[config.mk]
export PLATFORM = sky130hd
export DESIGN_NAME = demux_12
export DESIGN_NICKNAME = d
export VERILOG_FILES = /design/src/rtl/demux_12.sv
export SDC_FILE = /design/constraint.sdc
export NUM_CORES = 1
export LEC_CHECK = 0
export BUFFER_PORTS_ARGS = -buffer_cell sky130_fd_sc_hd__buf_2
export CORE_AREA = 4 4 42 71
export CTS_CLUSTER_DIAMETER = 40
export DETAILED_ROUTE_END_ITERATION = 8
export DIE_AREA = 0 0 46 75
export GPL_ROUTABILITY_DRIVEN = 0
export PLACE_DENSITY_LB_ADDON = 0.1
export SYNTH_ARGS = -nofsm -noshare
export SYNTH_HDL_FRONTEND = slang
export SYNTH_SLANG_ARGS = --single-unit
[constraint.sdc]
create_clock -name clk -period 1.7 [get_ports clk]
set_clock_uncertainty 0.15 [all_clocks]
set_input_delay 0.085 -clock clk [delete_from_list [all_inputs] [get_ports clk]]
set_output_delay 0.085 -clock clk [all_outputs]
set_load 0.02 [all_outputs]
[src/rtl/demux_12.sv]
// Receive-side 2:1 deinterleaver: regroups an alternating lane-0/lane-1 word
// stream into parallel pairs, flagging lane-0 words dropped by gap or resync.
module demux_12 #(
  parameter int WIDTH   = 4,
  parameter int MAX_GAP = 3,
  parameter int CNT_W   = 8
) (
  input  logic             clk,
  input  logic             reset_L,
  input  logic [WIDTH-1:0] data_in,
  input  logic             valid_in,
  input  logic             sync_in,
  output logic [WIDTH-1:0] data_0,
  output logic [WIDTH-1:0] data_1,
  output logic             valid_out,
  output logic             err_timeout,
  output logic             err_sync,
  output logic [CNT_W-1:0] pair_cnt,
  output logic             state_dbg
);

  // Handshake: no backpressure. valid_in qualifies data_in/sync_in for exactly
  // the cycle it is high; valid_out, err_timeout and err_sync are one-cycle
  // registered pulses, and data_0/data_1 hold until the next completed pair.

  localparam int GAP_W = (MAX_GAP > 1) ? $clog2(MAX_GAP) : 1;
  localparam logic [GAP_W-1:0] GAP_LAST = GAP_W'(MAX_GAP - 1);

  typedef enum logic [0:0] {
    EXP_L0 = 1'b0,
    EXP_L1 = 1'b1
  } state_t;

  state_t             state;
  logic [WIDTH-1:0]   hold;
  logic [GAP_W-1:0]   gap_cnt;

  assign state_dbg = state;

  always_ff @(posedge clk) begin
    if (reset_L) begin
      state       <= EXP_L0;
      hold        <= '0;
      gap_cnt     <= '0;
      data_0      <= '0;
      data_1      <= '0;
      valid_out   <= 1'b0;
      err_timeout <= 1'b0;
      err_sync    <= 1'b0;
      pair_cnt    <= '0;
    end else begin
      valid_out   <= 1'b0;
      err_timeout <= 1'b0;
      err_sync    <= 1'b0;
      case (state)
        EXP_L0: begin
          if (valid_in) begin
            hold    <= data_in;
            gap_cnt <= '0;
            state   <= EXP_L1;
          end
        end
        EXP_L1: begin
          if (valid_in) begin
            if (sync_in) begin
              // A sync-marked word restarts the pair; the held word is lost.
              err_sync <= 1'b1;
              hold     <= data_in;
              gap_cnt  <= '0;
            end else begin
              data_0    <= hold;
              data_1    <= data_in;
              valid_out <= 1'b1;
              pair_cnt  <= pair_cnt + 1'b1;
              state     <= EXP_L0;
            end
          end else if (gap_cnt == GAP_LAST) begin
            err_timeout <= 1'b1;
            state       <= EXP_L0;
          end else begin
            gap_cnt <= gap_cnt + 1'b1;
          end
        end
        default: state <= EXP_L0;
      endcase
    end
  end

endmodule

==> results.py <==
metrics = {
    "drt": {
        "wirelength_um": 2410,
        "dr.first_iter.drc_count": 39,
        "route.detailed.drc": 0,
        "vias_per_cell": 5.41,
        "drt-wirelength-per-cell_um": 13.3,
        "drtAntennaViolNets": 0,
        "drt-pass1-iter-count": 4,
        "num_vias": 979,
    },
    "pwr": {
        "ir_drop_mv": 0.505,
        "powerDensity_mw_per_mm2": 904,
        "p_leak_nw": 0.572,
    },
    "cts": {
        "cts_tree": "yes",
        "cts_buffers": 3,
        "cts_setup_buffers": 0,
        "cts.sinks": 26,
        "clk_pin_slew_ns": 0.09,
        "htreeDepth": 1,
        "ctsLongestPathBuffers": 2,
        "root_buffer": "clkbuf_8",
        "insertion_delay_ns": 0.26,
    },
    "worst_setup_path": {
        "end_kind": "flip-flop",
        "arrival_ns": 1.62,
        "worstPathRequired_ns": 1.74,
        "cp-start-kind": "flip-flop",
        "worstSetupPathType": "flip-flop to flip-flop",
        "path_max_fanout": 5,
    },
    "floorplan": {
        "std_cell_rows": 24,
        "core_mm2": 0.00246,
        "start_util": 0.450,
        "die_area_mm2": 0.00345,
        "die_y_um": 75,
        "num_io_pins": 28,
        "fp.dieW_um": 46,
    },
    "grt": {
        "grt_pass1_vias": 948,
        "grt_start_max_net_pins": 28,
        "gr-total-overflow": 0,
        "track_usage": 0.156,
        "grt_pass1_wl_um": 4020,
        "antenna_found_initial": 0,
    },
    "sta": {
        "timing.fmax_ghz": 0.636,
        "min_period_ns": 1.57,
        "setup_viol": 0,
        "worst_slack_ns": 0.128,
        "maxSlewHeadroom": 0.675,
        "finalSetupTns_ns": 0,
        "worst_pin_slew_ns": 0.488,
        "rsz0062_at_grt": "no",
        "finalHoldViolations": 0,
        "drv_slew": 0,
        "period_share": 0.925,
    },
    "place": {
        "dp_hpwl_um": 1750,
        "dp_slack_ns": 0.0948,
        "io_buffers": 27,
    },
    "synthesis": {
        "ys_types": 26,
        "synthCells": 126,
        "netlist_area_mm2": 0.00111,
        "syn_nets": 136,
        "yosysWarnings": 0,
        "synth.avg_cell_area_um2": 8.80,
        "ys_seq_area_frac": 0.470,
        "synth-seq-cells": 26,
    },
    "final_layout": {
        "nets": 166,
        "areaGrowthSynthToFinish_pct": 22.5,
        "drive_gt1_frac": 0.258,
        "antenna_cells": 0,
    },
    "flow_run": {
        "max-cap-violations": 0,
    },
    "min_path": {
        "hp-class": "input pin to flip-flop",
    },
    "run_status": {
        "status": "completed",
    },
}
critical path, cell delays in order, from the launching register on:
cell	delay, ns
dfxtp_1	0.42
ha_1	0.22
nand2_1	0.08
or4_1	0.47
a21oi_1	0.15
Yosys cell counts:
master | count | share of area
buf_6 | 2 | 0.020
a2bb2oi_1 | 1 | 0.0079
nor4b_1 | 1 | 0.0079
nor2b_1 | 1 | 0.0056
nand3b_4 | 1 | 0.018
a21oi_1 | 20 | 0.090
nor4_4 | 1 | 0.019
nand2_1 | 22 | 0.074
nand3_2 | 1 | 0.0090
or3_1 | 3 | 0.017
or4_1 | 2 | 0.014
inv_1 | 4 | 0.014
dfxtp_1 | 26 | 0.47
ha_1 | 2 | 0.023
nand3_1 | 2 | 0.0090
mux2_1 | 1 | 0.010
o31ai_1 | 2 | 0.014
nor3_1 | 3 | 0.014
o21ai_0 | 9 | 0.041
clkbuf_1 | 3 | 0.010
and2b_2 | 1 | 0.0079
buf_2 | 3 | 0.014
nor2_1 | 5 | 0.017
xnor2_1 | 1 | 0.0079
o211ai_1 | 6 | 0.041
and3b_2 | 3 | 0.027
final timing paths:
check | startpoint | to | slack, ns | depth (start not counted)
worst max register to register | pair_cnt[0] | pair_cnt[6] | 0.13 | 4
worst max-delay path | pair_cnt[0] | pair_cnt[6] | 0.13 | 4
worst min-delay path | valid_in | err_sync | 0.02 | 3
worst min register to register | data_0[2] | data_0[2] | 0.30 | 2
cell usage in the layout (no fill, tap or decap):
master         Yosys  final
buf_4              0      1
o21ai_0            9      9
o31ai_1            2      2
bufinv_16          0      1
nor4b_1            1      1
dfxtp_1           26     25
a21oi_1           20     20
or3_1              3      3
o211ai_1           6      6
a2bb2oi_1          1      1
inv_1              4      4
nand2_1           22     22
and2b_2            1      1
nor3_1             3      3
ha_1               2      2
nand3_1            2      2
clkbuf_8           0      3
nand3_2            1      1
dfxtp_2            0      1
nor4_4             1      1
nor2b_1            1      1
dlygate4sd3_1      0      5
and3b_2            3      3
nand3b_4           1      1
buf_2              3     27
nor2_1             5      5
xnor2_1            1      1
or4_1              2      2
mux2_1             1      1
cells by family after synthesis:
kind of cell / count (synthesis) / share of synthesized area
flip-flops: 26 / 0.470
buffers and inverters: 12 / 0.0576
AND/OR/NAND/NOR: 46 / 0.239
adder cells (fa/ha/maj): 2 / 0.0226
AO/OA/AOI/OAI: 38 / 0.193
XOR/XNOR: 1 / 0.00790
multiplexers: 1 / 0.0102
flip-flops by register name, indices dropped and copies added, names as in the netlist:
signal	flops
data_0	4
data_1	4
err_sync	1
err_timeout	1
gap_cnt	2
hold	4
pair_cnt	8
state_dbg	1
valid_out	1
routing by layer:
metal / share of wire / track usage / vias up / routed length [um]
li1: - / - / 498 / -
met1: 0.39 / 0.167 / 459 / 948
met2: 0.56 / 0.285 / 20 / 1350
met3: 0.037 / 0.0239 / 2 / 88
met4: 0.0096 / 0.0696 / 0 / 23
met5: 0 / 0 / - / 0
stage by stage:
step	power (W)	instance area (um^2)	util	hold WS (ns)	cells
final	0.00123	1360	0.551	0.0201	181
after global routing	0.00129	1360	0.551	0.0151	181
after CTS	0.00125	1360	0.551	0.0153	181
after detailed placement	0.000734	1230	0.502	0.203	172
after global placement	0.000732	1230	0.502	0.193	172
after floorplan	0.000707	1110	-	0.0710	126
cell type report:
type                       instances  area [um^2]
fill                             255         1100
multi-input combinational         88          524
sequential                        26          522
timing repair buffer              33          193
clock buffer                       3         41.3
tap                               26         32.5
clock inverter                     1         30.0
inverter                           4         15.0
what timing repair did:
item / in CTS / in global routing
hold endpoints to repair: 9 / 0
hold buffers: 5 / 0
resized for setup: 0 / 1
endpoints found under the setup margin: 0 / 2
where the power goes:
group / internal [W] / leakage (nW) / switching [W]
Combinational: 0.0000372 / 0.325 / 0.0000578
Clock: 0.000315 / 0.0357 / 0.000185
Sequential: 0.000623 / 0.211 / 0.0000102
Note: power is estimated with default switching activity, not from simulation.
